<file path="src/rtl/hazard_stall_ctrl_pkg.sv">
// Shared definitions for the ID-stage hazard/stall controller: opcode
// constants (common with the ID decoder), FSM state encoding and the
// register-usage decode helpers.
package hazard_stall_ctrl_pkg;

  localparam logic [6:0] OPC_R      = 7'b0110011;
  localparam logic [6:0] OPC_LOAD   = 7'b0000011;
  localparam logic [6:0] OPC_STORE  = 7'b0100011;
  localparam logic [6:0] OPC_BRANCH = 7'b1100011;

  typedef enum logic {
    ST_RUN   = 1'b0,
    ST_FLUSH = 1'b1
  } state_e;

  // Instruction formats that read rs1 as a source operand.
  function automatic logic uses_rs1(input logic [6:0] opc);
    return (opc == OPC_R) || (opc == OPC_LOAD) ||
           (opc == OPC_STORE) || (opc == OPC_BRANCH);
  endfunction

  // Instruction formats that read rs2 as a source operand.
  function automatic logic uses_rs2(input logic [6:0] opc);
    return (opc == OPC_R) || (opc == OPC_STORE) || (opc == OPC_BRANCH);
  endfunction

endpackage

</file>
<file path="src/rtl/hazard_stall_ctrl_sat_counter.sv">
// Saturating up-counter: counts single-cycle increment pulses and sticks at
// all-ones instead of wrapping.
module sat_counter #(
  parameter int W = 16
) (
  input  logic         clk,
  input  logic         rst,
  input  logic         inc,
  output logic [W-1:0] cnt
);

  logic [W-1:0] cnt_d;
  logic [W-1:0] cnt_q;

  // Next count: advance on inc unless already at the ceiling.
  always_comb begin
    cnt_d = cnt_q;
    if (inc && (cnt_q != '1)) begin
      cnt_d = cnt_q + W'(1);
    end
  end

  // Count register with asynchronous clear.
  // NOTE: sequential state uses non-blocking (<=) so every flop samples the
  // pre-edge values; blocking here would create order-dependent simulation.
  always_ff @(posedge clk or posedge rst) begin
    if (rst) begin
      cnt_q <= '0;
    end else begin
      cnt_q <= cnt_d;
    end
  end

  assign cnt = cnt_q;

endmodule

</file>
<file path="src/rtl/hazard_stall_ctrl.sv">
// ID-stage pipeline sequencing controller. Detects load-use hazards, data
// memory waits (freeze) and taken branches, and drives the PC / IF-ID / ID-EX
// enables, flush and bubble controls. Outputs are Mealy (state + inputs).
module hazard_stall_ctrl
  import hazard_stall_ctrl_pkg::*;
#(
  parameter int BRANCH_PENALTY = 2,
  parameter int CNT_W          = 16
) (
  input  logic             clk,
  input  logic             rst,
  input  logic [6:0]       id_opcode,
  input  logic [4:0]       id_rs1,
  input  logic [4:0]       id_rs2,
  input  logic             ex_mem_read_en,
  input  logic [4:0]       ex_rd,
  input  logic             ex_branch_taken,
  input  logic             mem_req,
  input  logic             mem_ready,
  output logic             pc_write_en,
  output logic             if_id_write_en,
  output logic             if_id_flush,
  output logic             id_ex_bubble,
  output logic             pipe_hold,
  output logic [CNT_W-1:0] stall_cnt,
  output logic [CNT_W-1:0] flush_cnt,
  output logic [CNT_W-1:0] wait_cnt
);

  // Remaining-flush counter only needs to hold BRANCH_PENALTY-1.
  localparam int FC_W = (BRANCH_PENALTY > 2) ? $clog2(BRANCH_PENALTY) : 1;

  state_e          state_d, state_q;
  logic [FC_W-1:0] fcnt_d, fcnt_q;

  logic freeze;
  logic load_use;
  logic stall_inc, flush_inc, wait_inc;

  // A pending data-memory access stalls the whole pipeline.
  assign freeze = mem_req & ~mem_ready;

  assign load_use = ex_mem_read_en && (ex_rd != 5'd0) &&
                    ((uses_rs1(id_opcode) && (ex_rd == id_rs1)) ||
                     (uses_rs2(id_opcode) && (ex_rd == id_rs2)));

  // Next-state, flush countdown, pipeline controls and counter strobes.
  // NOTE: every signal gets a default before any branch so no path leaves a
  // value unassigned, which would otherwise infer a latch.
  always_comb begin
    state_d        = state_q;
    fcnt_d         = fcnt_q;
    pc_write_en    = 1'b0;
    if_id_write_en = 1'b0;
    if_id_flush    = 1'b0;
    id_ex_bubble   = 1'b0;
    pipe_hold      = 1'b0;
    stall_inc      = 1'b0;
    flush_inc      = 1'b0;
    wait_inc       = 1'b0;

    if (rst) begin
      // All controls low while reset is asserted; registers clear async.
    end else if (freeze) begin
      pipe_hold = 1'b1;
      wait_inc  = 1'b1;
    end else begin
      unique case (state_q)
        ST_RUN: begin
          if (ex_branch_taken) begin
            pc_write_en    = 1'b1;
            if_id_write_en = 1'b1;
            if_id_flush    = 1'b1;
            id_ex_bubble   = 1'b1;
            flush_inc      = 1'b1;
            if (BRANCH_PENALTY > 1) begin
              state_d = ST_FLUSH;
              fcnt_d  = FC_W'(BRANCH_PENALTY - 1);
            end
          end else if (load_use) begin
            id_ex_bubble = 1'b1;
            stall_inc    = 1'b1;
          end else begin
            pc_write_en    = 1'b1;
            if_id_write_en = 1'b1;
          end
        end
        ST_FLUSH: begin
          // Wrong-path instructions: branch and hazard inputs are ignored.
          pc_write_en    = 1'b1;
          if_id_write_en = 1'b1;
          if_id_flush    = 1'b1;
          id_ex_bubble   = 1'b1;
          flush_inc      = 1'b1;
          fcnt_d         = fcnt_q - FC_W'(1);
          if (fcnt_q == FC_W'(1)) begin
            state_d = ST_RUN;
          end
        end
        default: state_d = ST_RUN;
      endcase
    end
  end

  // FSM state and flush countdown registers.
  always_ff @(posedge clk or posedge rst) begin
    if (rst) begin
      state_q <= ST_RUN;
      fcnt_q  <= '0;
    end else begin
      state_q <= state_d;
      fcnt_q  <= fcnt_d;
    end
  end

  sat_counter #(.W(CNT_W)) u_stall_cnt (
    .clk (clk),
    .rst (rst),
    .inc (stall_inc),
    .cnt (stall_cnt)
  );

  sat_counter #(.W(CNT_W)) u_flush_cnt (
    .clk (clk),
    .rst (rst),
    .inc (flush_inc),
    .cnt (flush_cnt)
  );

  sat_counter #(.W(CNT_W)) u_wait_cnt (
    .clk (clk),
    .rst (rst),
    .inc (wait_inc),
    .cnt (wait_cnt)
  );

endmodule

</file>
<file path="config.mk">
export PLATFORM = sky130hd
export DESIGN_NAME = hazard_stall_ctrl
export DESIGN_NICKNAME = d
export VERILOG_FILES = /design/src/rtl/hazard_stall_ctrl_pkg.sv /design/src/rtl/hazard_stall_ctrl_sat_counter.sv /design/src/rtl/hazard_stall_ctrl.sv
export SDC_FILE = /design/constraint.sdc
export NUM_CORES = 1
export LEC_CHECK = 0
export ABC_AREA = 1
export BUFFER_PORTS_ARGS = -buffer_cell sky130_fd_sc_hd__buf_2
export CAP_MARGIN = 5
export CORE_UTILIZATION = 45
export CTS_CLUSTER_SIZE = 10
export DETAILED_ROUTE_END_ITERATION = 12
export PLACE_DENSITY = 0.71
export SETUP_SLACK_MARGIN = 0.5
export SYNTH_ARGS = -nofsm -noshare
export SYNTH_HDL_FRONTEND = slang
export SYNTH_SLANG_ARGS = --single-unit
</file>
<file path="constraint.sdc">
create_clock -name clk -period 1.75 [get_ports clk]
set_input_delay 0.35 -clock clk [delete_from_list [all_inputs] [get_ports clk]]
set_output_delay 0.35 -clock clk [all_outputs]
set_load 0.02 [all_outputs]
</file>
==> results.sh <==
export IMPL_run_status="finished with violations"
export IMPL_failed_checks="negative setup slack"
export IMPL_synth_cell_type_count=30
export IMPL_totalWireLength_um=10500
export IMPL_design_area_um2=5320
export IMPL_post_synth_cell_area_avg_um2=7.87
export IMPL_initial_core_utilization_pct=47.7
export IMPL_worst_slew_margin_rel_pct=64.7
export IMPL_cts_max_level=2
export IMPL_fin_skew_ps=7.40
export IMPL_unrepaired_setup_endpoints_after_global_routing="yes"
export IMPL_period_utilization_post_route_pct=106
export IMPL_synth_fp_nets=396
export IMPL_num_antenna_cells=0
export IMPL_largest_net_degree_at_the_start_of_global_routing=28
export IMPL_critical_path_class="flop to flop"
export IMPL_antenna_found_initial=0
export IMPL_design_core_area_um2=6030
export IMPL_rows=28
export IMPL_via_count=3233
export IMPL_ys_seq_elements=50
export IMPL_crit_family="simple AND/OR/NAND/NOR gates"
export IMPL_io_pins=81
export IMPL_mappedNetlistArea_um2=2870
export IMPL_critical_path_most_common_cell="nand2_2"
export IMPL_clock_tree_root_cell="clkbuf_8"
export IMPL_grtUsageTotal_pct=23.6
export IMPL_dp_cells=535
export IMPL_yosysTopAreaCellShare_pct=43.6
export IMPL_netlist_instances=365
export IMPL_period_minus_slack_ps=1860
export IMPL_maxCapViolCount=0
export IMPL_synthTopCellsByCount="nand2_1, inv_1, dfrtp_1, nand3_1, nor2_1"
export IMPL_insertion_delay_ps=310
export IMPL_share_seq_of_total_power_pct=35.9
export IMPL_detail_route_first_pass_iterations=4
export IMPL_clock_power_share_pct=21.3
export IMPL_placement_cell_area_um2=3660
export IMPL_worst_path_buf_inv=2
export IMPL_ir_drop_uv=1150
export IMPL_clock_path_buffers=2
export IMPL_setup_viol=9
export IMPL_p_comb_share_pct=42.7
export IMPL_hold_viol=0
export IMPL_drive_above_1_share_pct=56.0
export IMPL_fin_util_pct=88.2
export IMPL_dp_hpwl_um=4800
export IMPL_areaGrowthSynthToFinish_pct=85.1
export IMPL_layout_filler_cells=296
export IMPL_powerDensity_nw_per_um2=773
export IMPL_clock_buffers_created_by_tritoncts=5
export IMPL_critical_path_max_fanout=6
export IMPL_holdCritPathClass="primary input to async pin"
export IMPL_fmaxAchievable_mhz=538
export IMPL_synth_most_common_cell="nand2_1"
export IMPL_ys_top_cells_by_area="dfrtp_1, nand2_1, xor2_1"
export IMPL_critical_path_slowest_cell="dfrtp_1"
export IMPL_critical_path_endpoint_type="flop"
export IMPL_synth_async_sr_flop_share_pct=100
export IMPL_p_leak_uw=0.00277
export IMPL_route_detailed_wl_per_inst_um=17.0
export IMPL_tritoncts="done"
export IMPL_tritoncts_num_sinks=50
export IMPL_worst_slew_pin_transition_ps=526
export IMPL_cell_internal_pwr_uw=2700
export IMPL_worst_setup_path_start_kind="flop"
export IMPL_design_die_area_um2=6700
export IMPL_num_nets_final=571
export IMPL_grt_pass1_wl_um=12100
export IMPL_net_switching_power_uw=1410
export IMPL_synth_yosys_warnings=0
export IMPL_worstPathCellList="nand2_2, nor3_4, nand2_2, nor2_4, nand2_2, nand2_4, nor2_4, buf_12, nand3_1, nand2_1, nand2_1, inv_1"
export IMPL_final_instance_count_excl_fill=616
export IMPL_clkSlewWorstSetupHoldPaths_ps=100
export IMPL_ys_seq_area_share_pct=43.6
export IMPL_drc=0
export IMPL_setup_ws_ps=-107
export IMPL_drt_antenna_violating_nets=0
export IMPL_power_share_switching_pct=34.2
export IMPL_die_w_um=81.9
export IMPL_globalRouteOverflowTotal=0
export IMPL_cp_data_required_time_ps=1960
export IMPL_gp_routability_congestion=0.900
export IMPL_cp_arrival_ps=2070
export IMPL_critical_path_max_stage_delay_ps=440
export IMPL_grt_pass1_vias=2648
export IMPL_drtIter0Drc=147
export IMPL_postSynth_topFlopCell="dfrtp_1"
export IMPL_port_buffers=80
export IMPL_die_h_um=81.9
export IMPL_post_drt_via_cell_ratio=5.25
export IMPL_synth_edff_count=0
export IMPL_synthDominantAreaCellType="dfrtp_1"
export IMPL_slew_violations=0
logic make-up (layout without fill, tap and decap cells):
logic type / after synthesis / count (layout) / synth area share, %
AOI/OAI and AO/OA: 11 / 11 / 2.09
adders and majority gates: 3 / 3 / 1.31
buffers and inverters: 67 / 242 / 9.67
DFF: 50 / 50 / 43.6
xor gates and xnor gates: 35 / 35 / 10.7
and+or+nand+nor: 199 / 200 / 32.7
flip-flops by register name, indices dropped and copies added (netlist names):
| signal | count |
|---|---|
| fcnt_q | 1 |
| u_wait_cnt.cnt | 16 |
| state_q | 1 |
| u_stall_cnt.cnt | 16 |
| u_flush_cnt.cnt | 16 |
placed cells by master (no fill, tap or decap), drive strengths merged, types with 2 or more instances in the layout:
| cell type | n |
|---|---|
| xor2 | 27 |
| clkbuf | 9 |
| nand3 | 31 |
| buf | 170 |
| dfrtp | 50 |
| xnor2 | 8 |
| nand2 | 100 |
| nor3b | 2 |
| nand4 | 11 |
| ha | 3 |
| nor3 | 18 |
| inv | 61 |
| nor2 | 34 |
| and3 | 3 |
| o21ai | 9 |
per-stage QoR:
stage | TNS [ps] | hold WS, ps | setup WS (ps) | total power [µW]
floorplan | 0 | 392 | 55.4 | 1990
global placement | -1040 | 477 | -119 | 2250
detailed placement | -2000 | 495 | -197 | 2280
CTS | 0 | 183 | 103 | 3590
global route | -1640 | 149 | -173 | 4280
finish | -499 | 121 | -107 | 4110
worst paths after layout:
check | start | cells after the start | slack, ps | endpoint
worst min-delay path | rst | 3 | 120 | u_flush_cnt.cnt[13]
worst min register to register | u_wait_cnt.cnt[5] | 1 | 540 | u_wait_cnt.cnt[5]
worst max register to register | u_stall_cnt.cnt[6] | 12 | -110 | u_stall_cnt.cnt[11]
worst max-delay path | u_stall_cnt.cnt[6] | 12 | -110 | u_stall_cnt.cnt[11]
max in group asynchronous | rst | 3 | 1320 | u_wait_cnt.cnt[9]
min in group clk | rst | 4 | 430 | state_q
power groups by stage:
| stage | clock [µW] | sequential, µW | combinational, µW |
|---|---|---|---|
| 6_report | 877 | 1480 | 1760 |
| 5_1_grt | 943 | 1490 | 1850 |
| 4_1_cts | 875 | 1460 | 1260 |
| 3_5_place_dp | 0 | 1480 | 794 |
| 3_3_place_gp | 0 | 1470 | 780 |
| 2_1_floorplan | 0 | 1610 | 383 |
cell type report:
| type | instances | area (µm²) | share of cell area (%) |
|---|---|---|---|
| inverter | 62 | 256 | 4.83 |
| tap | 75 | 93.8 | 1.77 |
| clock inverter | 1 | 30.0 | 0.565 |
| clock buffer | 7 | 86.3 | 1.62 |
| multi-input combinational | 249 | 1930 | 36.4 |
| sequential | 50 | 1270 | 23.9 |
| timing repair buffer | 172 | 1640 | 30.9 |
worst reg2reg max path: cells and delay by family (launching register included):
kind          cells  cell delay [ps]
flops             1              440
buf+inv           2              180
simple gates     10             1160
what timing repair did:
action | 4_1_cts | 5_1_grt
gates cloned | 1 | 2
gates resized for setup | 97 | 148
buffers inserted | 30 | 40
pin swaps | 31 | 49
endpoints found under the setup margin | 89 | 99
endpoints found under the hold margin | 0 | 0
hold buffers | 0 | 0
per-layer routing:
layer | up-vias | part of all wire [%] | wire [µm] | global-route usage, %
met5 | - | 0 | 0 | 0
met4 | 0 | 3.6 | 373 | 5.44
met3 | 38 | 4.7 | 493 | 4.89
met2 | 122 | 54 | 5650 | 41.4
met1 | 1585 | 38 | 3980 | 29.6
li1 | 1488 | - | - | -
Power figures use the tool's default switching activity.
